--- src/rtl/traffic_pkg.sv ---
// traffic_pkg: shared colour codes, phase encoding and BCD helpers for the intersection
package traffic_pkg;
   localparam logic [2:0] GREEN  = 3'b100;
   localparam logic [2:0] YELLOW = 3'b010;
   localparam logic [2:0] RED    = 3'b001;
   typedef enum logic [2:0] {HW_GREEN, HW_YELLOW, RED1, CR_GREEN, CR_YELLOW, RED2} phase_t;
   typedef logic [7:0] bcd_t;
   function automatic bcd_t to_bcd(input int v);
      return bcd_t'(((v / 10) << 4) + (v % 10));
   endfunction
endpackage

--- src/rtl/intersection_scheduler_if.sv ---
// intersection_scheduler_if: sensor inputs and light/display outputs; master is the scheduler side
interface intersection_scheduler_if;
   import traffic_pkg::*;
   logic car;
   logic ped_req;
   logic walk;
   logic [2:0] color_hw;
   logic [2:0] color_cr;
   logic [2:0] phase;
   bcd_t count;
   modport master (input car, ped_req, output color_hw, color_cr, count, phase, walk);
   modport slave (output car, ped_req, input color_hw, color_cr, count, phase, walk);
endinterface

--- src/rtl/bcd_down_counter.sv ---
// bcd_down_counter: 2-digit BCD countdown with load, decrement-enable and hold at 00
module bcd_down_counter
   import traffic_pkg::*;
#(
   parameter bcd_t RST_VAL = 8'h00
) (
   input  logic clk,
   input  logic rst,
   input  logic load,
   input  bcd_t load_val,
   input  logic dec,
   output bcd_t q,
   output logic is_01,
   output logic is_00
);
   assign is_00 = q == 8'h00;
   assign is_01 = q == 8'h01;
   // load wins over decrement; units borrow 0->9 from tens so no A-F code ever appears
   always_ff @(posedge clk or posedge rst)
      if (rst) q <= RST_VAL;
      else if (load) q <= load_val;
      else if (dec && !is_00) q <= (q[3:0] == 4'd0) ? {q[7:4] - 4'd1, 4'd9} : {q[7:4], q[3:0] - 4'd1};
endmodule

--- src/rtl/intersection_scheduler.sv ---
// intersection_scheduler: two-road phase sequencer with 1 s prescaler and BCD countdown; PED_WALK_EN enables pedestrian walk logic
module intersection_scheduler
   import traffic_pkg::*;
#(
   parameter int TICK_DIV   = 1000,
   parameter int T_HW_MIN   = 30,
   parameter int T_CR_GREEN = 30,
   parameter int T_YELLOW   = 5,
   parameter int T_ALLRED   = 2
) (
   input logic clk,
   input logic rst,
   intersection_scheduler_if.master bus
);
   localparam int PW = $clog2(TICK_DIV);
   localparam bcd_t D_HW = to_bcd(T_HW_MIN);
   localparam bcd_t D_CR = to_bcd(T_CR_GREEN);
   localparam bcd_t D_Y  = to_bcd(T_YELLOW);
   localparam bcd_t D_AR = to_bcd(T_ALLRED);
   phase_t state, state_n;
   logic [PW-1:0] presc;
   logic [2:0] hw_c, cr_c;
   logic tick, req, load, dec, is_01, is_00;
   bcd_t load_val, count;
   assign tick = presc == PW'(TICK_DIV - 1);
   assign bus.color_hw = hw_c;
   assign bus.color_cr = cr_c;
   assign bus.count = count;
   assign bus.phase = state;
`ifdef PED_WALK_EN
   logic ped_pend, walk, enter_cr;
   assign req = bus.car | ped_pend;
   assign enter_cr = state_n == CR_GREEN && state != CR_GREEN;
   assign bus.walk = walk;
   // a request on the CR_GREEN entry edge counts as served; walk lives only within CR_GREEN
   always_ff @(posedge clk or posedge rst)
      if (rst) begin
         ped_pend <= 1'b0;
         walk <= 1'b0;
      end else begin
         ped_pend <= enter_cr ? 1'b0 : ped_pend | bus.ped_req;
         walk <= enter_cr ? ped_pend : walk & (state_n == CR_GREEN);
      end
`else
   assign req = bus.car;
   assign bus.walk = 1'b0;
`endif
   // next phase: HW_GREEN leaves on request at the last second or at once when parked at 00
   always_comb begin
      state_n = state;
      dec = 1'b0;
      if (state == HW_GREEN && req && (is_00 || (tick && is_01))) state_n = HW_YELLOW;
      else if (state != HW_GREEN && tick && is_01) state_n = state == RED2 ? HW_GREEN : phase_t'(state + 3'd1);
      else dec = tick;
      load = state_n != state;
      load_val = state_n == HW_GREEN ? D_HW : state_n == CR_GREEN ? D_CR :
                 (state_n == HW_YELLOW || state_n == CR_YELLOW) ? D_Y : D_AR;
   end
   // phase register, prescaler restart on phase entry, and registered colour decode
   always_ff @(posedge clk or posedge rst)
      if (rst) begin
         state <= HW_GREEN;
         presc <= '0;
         hw_c <= GREEN;
         cr_c <= RED;
      end else begin
         state <= state_n;
         presc <= (load || tick) ? '0 : presc + 1'b1;
         hw_c <= state_n == HW_GREEN ? GREEN : state_n == HW_YELLOW ? YELLOW : RED;
         cr_c <= state_n == CR_GREEN ? GREEN : state_n == CR_YELLOW ? YELLOW : RED;
      end
   bcd_down_counter #(.RST_VAL(D_HW)) u_cnt (
      .clk(clk),
      .rst(rst),
      .load(load),
      .load_val(load_val),
      .dec(dec),
      .q(count),
      .is_01(is_01),
      .is_00(is_00)
   );
endmodule

--- src/flat_wrapper.sv ---
// flat-port wrapper written by rule: the top's interface ports become plain ports
module intersection_scheduler_flat import traffic_pkg::*;
#(
   parameter int TICK_DIV   = 1000,
   parameter int T_HW_MIN   = 30,
   parameter int T_CR_GREEN = 30,
   parameter int T_YELLOW   = 5,
   parameter int T_ALLRED   = 2
)
  (clk, rst, bus_car, bus_ped_req, bus_color_hw, bus_color_cr, bus_count, bus_phase, bus_walk);
  intersection_scheduler_if bus_i ();
  input logic clk;
  input logic rst;
  input wire logic [$bits(bus_i.car)-1:0] bus_car;
  input wire logic [$bits(bus_i.ped_req)-1:0] bus_ped_req;
  output wire logic [$bits(bus_i.color_hw)-1:0] bus_color_hw;
  output wire logic [$bits(bus_i.color_cr)-1:0] bus_color_cr;
  output wire logic [$bits(bus_i.count)-1:0] bus_count;
  output wire logic [$bits(bus_i.phase)-1:0] bus_phase;
  output wire logic [$bits(bus_i.walk)-1:0] bus_walk;
  assign bus_i.car = bus_car;
  assign bus_i.ped_req = bus_ped_req;
  assign bus_color_hw = bus_i.color_hw;
  assign bus_color_cr = bus_i.color_cr;
  assign bus_count = bus_i.count;
  assign bus_phase = bus_i.phase;
  assign bus_walk = bus_i.walk;
  intersection_scheduler #(.TICK_DIV(TICK_DIV), .T_HW_MIN(T_HW_MIN), .T_CR_GREEN(T_CR_GREEN), .T_YELLOW(T_YELLOW), .T_ALLRED(T_ALLRED)) u_core (.clk(clk), .rst(rst), .bus(bus_i));
endmodule
--- config.mk ---
export PLATFORM = sky130hd
export DESIGN_NAME = intersection_scheduler_flat
export DESIGN_NICKNAME = d
export VERILOG_FILES = /design/src/rtl/traffic_pkg.sv /design/src/rtl/intersection_scheduler_if.sv /design/src/rtl/bcd_down_counter.sv /design/src/rtl/intersection_scheduler.sv /design/src/flat_wrapper.sv
export SDC_FILE = /design/constraint.sdc
export NUM_CORES = 1
export LEC_CHECK = 0
export ABC_AREA = 1
export BUFFER_PORTS_ARGS = -buffer_cell sky130_fd_sc_hd__buf_2
export CORE_AREA = 5 5 75 63
export DETAILED_ROUTE_END_ITERATION = 16
export DIE_AREA = 0 0 80 68
export GPL_ROUTABILITY_DRIVEN = 0
export PLACE_DENSITY = 0.67
export SLEW_MARGIN = 10
export SYNTH_ARGS = -nofsm -noshare
export SYNTH_HDL_FRONTEND = slang
export SYNTH_HIERARCHICAL = 1
export SYNTH_SLANG_ARGS = --single-unit
--- constraint.sdc ---
create_clock -name clk -period 2.5 [get_ports clk]
set_input_delay 0.25 -clock clk [delete_from_list [all_inputs] [get_ports clk]]
set_output_delay 0.25 -clock clk [all_outputs]
set_load 0.02 [all_outputs]
==> flow_metrics.tcl <==
set metrics [dict create \
    outcome "finished, final reports clean" \
    synth_cell_type_count 31 \
    max-cap-violations 0 \
    max_freq_ghz 0.4429 \
    grt_start_max_net_pins 20 \
    slew_viol_final 0 \
    timing.setup.tns_ns 0 \
    grt_antenna_before_repair 0 \
    htree_num_levels 1 \
    chipWidth_um 80 \
    synth.yosys.seq_area_share_pct 41.75 \
    die_footprint_mm2 0.005440 \
    crit_startpoint "u_core/u_cnt/q[4]" \
    route.detailed.vias_per_inst 4.515 \
    yosys.area.top_type_share_pct 35.30 \
    cp.required_ns 2.68 \
    post_cts.repair.setup_buffers 0 \
    async_reset_ff_share_pct 100.0 \
    tritoncts_sink_count 27 \
    grt_overflow_total 0 \
    static-leakage-power_uw 0.0009964 \
    rsz0062_at_grt "no" \
    floorplan.io_pins 22 \
    multi_input_comb_area_um2 847.1 \
    via_count 1314 \
    fin_worst_skew_ns 0.002522 \
    placedInstanceArea_mm2 0.001821 \
    grt_pass1_wl_um 5257 \
    place.port_buffers 19 \
    finish.instance_area_mm2 0.001889 \
    num-nets-final 241 \
    synth.most_common_cell "sky130_fd_sc_hd__nand2_1" \
    floorplan.core_area_mm2 0.003994 \
    cts_made_buffers 3 \
    first_global_vias 1180 \
    worst_voltage_drop_across_the_vdd_grid_mv 0.1964 \
    synth_area_leaders "sky130_fd_sc_hd__dfrtp_1 35%, sky130_fd_sc_hd__nand2_1 13%, sky130_fd_sc_hd__dfstp_2 6.4%" \
    placement_rows 21 \
    number_of_enable_flip_flop_cells_after_synthesis 0 \
    num_antenna_cells 0 \
    p_per_area_mw_per_mm2 385.5 \
    synth_area_per_cell_um2 7.914 \
    drt-pass1-iter-count 6 \
    filler_cell_count 413 \
    netlist_top_cells_count "56 x sky130_fd_sc_hd__nand2_1, 23 x sky130_fd_sc_hd__dfrtp_1, 21 x sky130_fd_sc_hd__nor2_1" \
    worst_pin_slew_ns 0.7040 \
    clk_path_buf_depth 2 \
    clk_root_buffer_cell "sky130_fd_sc_hd__clkbuf_8" \
    initial_core_util_pct 40.82 \
    hpwl_um 2424 \
    clock_latency_ns 0.28 \
    start_kind "flip-flop" \
    setup-violations-final 0 \
    layout_min_cycle_time_ns 2.258 \
    holdCritStartpoint "bus_car" \
    hold_path_class "primary input to flip-flop" \
    remaining_routing_drc_violations 0 \
    cts_tree "done" \
    synth.yosys.warnings 6 \
    grt_util_met1_pct 17.24 \
    yosysTopAreaCell "sky130_fd_sc_hd__dfrtp_1" \
    final_cell_utilization_of_the_core_pct 47.31 \
    drt_first_iter_violations 77 \
    drt_wl_total_um 3077 \
    final_min_period_over_clock_period_pct 90.31 \
    areaGrowthSynthToFinish_pct 15.89 \
    yosys_register_bits 27 \
    worstPathMaxFanout 8 \
    syn_inst_count 206 \
    grt_use_met3_pct 1.842 \
    grt-busiest-layer "met2" \
    clk_transition_reported_paths_ns 0.09 \
    seqCellArea_um2 680.7 \
    detail_route.wl_per_cell_um 10.57 \
    critical_path_arrival_ns 2.43 \
    endpoint_kind_of_the_worst_setup_timing_path "flip-flop" \
    reg2reg_from "u_core/u_cnt/q[4]" \
    hold_violations 0 \
    drt.antenna.violating_nets 0 \
    drive_gt1_share_pct 29.91 \
    rrSetupSlack_ns 0.24 \
    floorplan.die.height_um 68 \
    grtUsageTotal_pct 12.42 \
    use_met2_pct 19.52 \
    timing.setup.critical_path_class "flip-flop to flip-flop" \
    netlist_area_mm2 0.001630 \
    relSlewSlack_pct 53.02 \
    synth-main-ff-cell "sky130_fd_sc_hd__dfrtp_1" \
]
[flip-flops by register name, indices dropped and copies added, names as in the netlist]
| name | count |
|---|---|
| u_core/bus.phase | 3 |
| u_core/bus.color_cr | 3 |
| u_core/presc | 10 |
| u_core/bus.color_hw | 3 |
| u_core/u_cnt/q | 8 |
[kinds of logic (layout without fill, tap and decap cells)]
family                   Yosys count  in the layout  share of synthesized area [%]
AND/OR/NAND/NOR                  125            125                          39.60
buffers and inverters             31             56                          7.751
flip-flops                        27             27                          41.75
AO/OA/AOI/OAI                     12             12                          4.835
XOR/XNOR                           8              8                          4.298
adder cells (fa/ha/maj)            2              2                          1.535
other                              1              4                         0.2300
[metrics by stage]
step           cells  hold WS [ns]  setup WS [ns]  power [uW]
4_1_cts          291        0.3722        0.07419       738.2
3_3_place_gp     286        0.2298         0.1458       482.7
2_1_floorplan    209       0.06423         0.1573       473.6
6_report         291        0.3851         0.2423       728.3
5_1_grt          291        0.3953        0.02100       763.6
3_5_place_dp     286        0.2357        0.08773       483.1
[placed cells by master, fill, tap and decap left out, types with 2 or more instances in the layout]
cell type                  netlist  layout
sky130_fd_sc_hd__xnor2_1         3       3
sky130_fd_sc_hd__nor2_2          3       3
sky130_fd_sc_hd__nand2_2         9       9
sky130_fd_sc_hd__nor2_4          5       6
sky130_fd_sc_hd__o21ai_0         3       3
sky130_fd_sc_hd__conb_1          1       4
sky130_fd_sc_hd__buf_2           2      19
sky130_fd_sc_hd__nand2_1        56      56
sky130_fd_sc_hd__nand3_2         3       4
sky130_fd_sc_hd__inv_2           6       6
sky130_fd_sc_hd__inv_1          20      20
sky130_fd_sc_hd__ha_1            2       2
sky130_fd_sc_hd__dfrtp_1        23      23
sky130_fd_sc_hd__clkbuf_8        0       3
sky130_fd_sc_hd__xor2_1          5       5
sky130_fd_sc_hd__nand3_1        16      15
sky130_fd_sc_hd__o21ai_1         5       5
sky130_fd_sc_hd__clkinv_2        1       2
sky130_fd_sc_hd__nand2_4         4       4
sky130_fd_sc_hd__nor2_1         21      20
sky130_fd_sc_hd__dfstp_2         4       4
sky130_fd_sc_hd__nand4_1         4       4
sky130_fd_sc_hd__buf_4           1       4
[routing by layer]
layer | wire length, um | up-vias
met5 | 0 | -
met4 | 51 | 0
met3 | 106 | 4
met2 | 1302 | 18
met1 | 1618 | 602
li1 | - | 690
[worst paths after layout]
path	endpoint	depth (start not counted)
setup / recovery	u_core/u_cnt/q[2]	15
hold / removal	u_core/bus.phase[0]	3
setup reg to reg	u_core/u_cnt/q[2]	15
hold reg to reg	u_core/presc[0]	1
max in group asynchronous	u_core/presc[2]	3
min in group asynchronous	u_core/u_cnt/q[6]	3
[repair_timing]
| action | CTS | global route |
|---|---|---|
| gates resized for setup | 0 | 3 |
| setup endpoints to repair | 0 | 8 |
| hold buffers | 1 | 0 |
| endpoints found under the hold margin | 6 | 0 |
[worst max-delay path: stages, from the launching register on]
cell and delay, ns:
sky130_fd_sc_hd__dfstp_2 0.56, sky130_fd_sc_hd__inv_1 0.07, sky130_fd_sc_hd__ha_1 0.23, sky130_fd_sc_hd__nand2_2 0.16, sky130_fd_sc_hd__nor2_4 0.08, sky130_fd_sc_hd__nand4_1 0.10, sky130_fd_sc_hd__nand2_1 0.05, sky130_fd_sc_hd__nand3_1 0.14
sky130_fd_sc_hd__nand2_1 0.07, sky130_fd_sc_hd__nand2_1 0.10, sky130_fd_sc_hd__nand2_1 0.09, sky130_fd_sc_hd__inv_2 0.12, sky130_fd_sc_hd__buf_4 0.17, sky130_fd_sc_hd__nand2_2 0.08, sky130_fd_sc_hd__nand2_1 0.08, sky130_fd_sc_hd__nand2_1 0.05
[final cells by class]
| cell class | instances | area share (%) |
|---|---|---|
| inverter | 28 | 5.762 |
| clock buffer | 3 | 2.185 |
| sequential | 27 | 36.03 |
| tap | 57 | 3.775 |
| multi-input combinational | 151 | 44.83 |
| clock inverter | 1 | 0.2649 |
| timing repair buffer | 24 | 7.152 |
[power by group]
group | total [uW] | switching, uW | internal (uW)
clock network | 253 | 141 | 112
logic | 32.8 | 23.1 | 9.69
registers | 443 | 3.69 | 439
No activity file was read; power rests on OpenSTA's default activity.
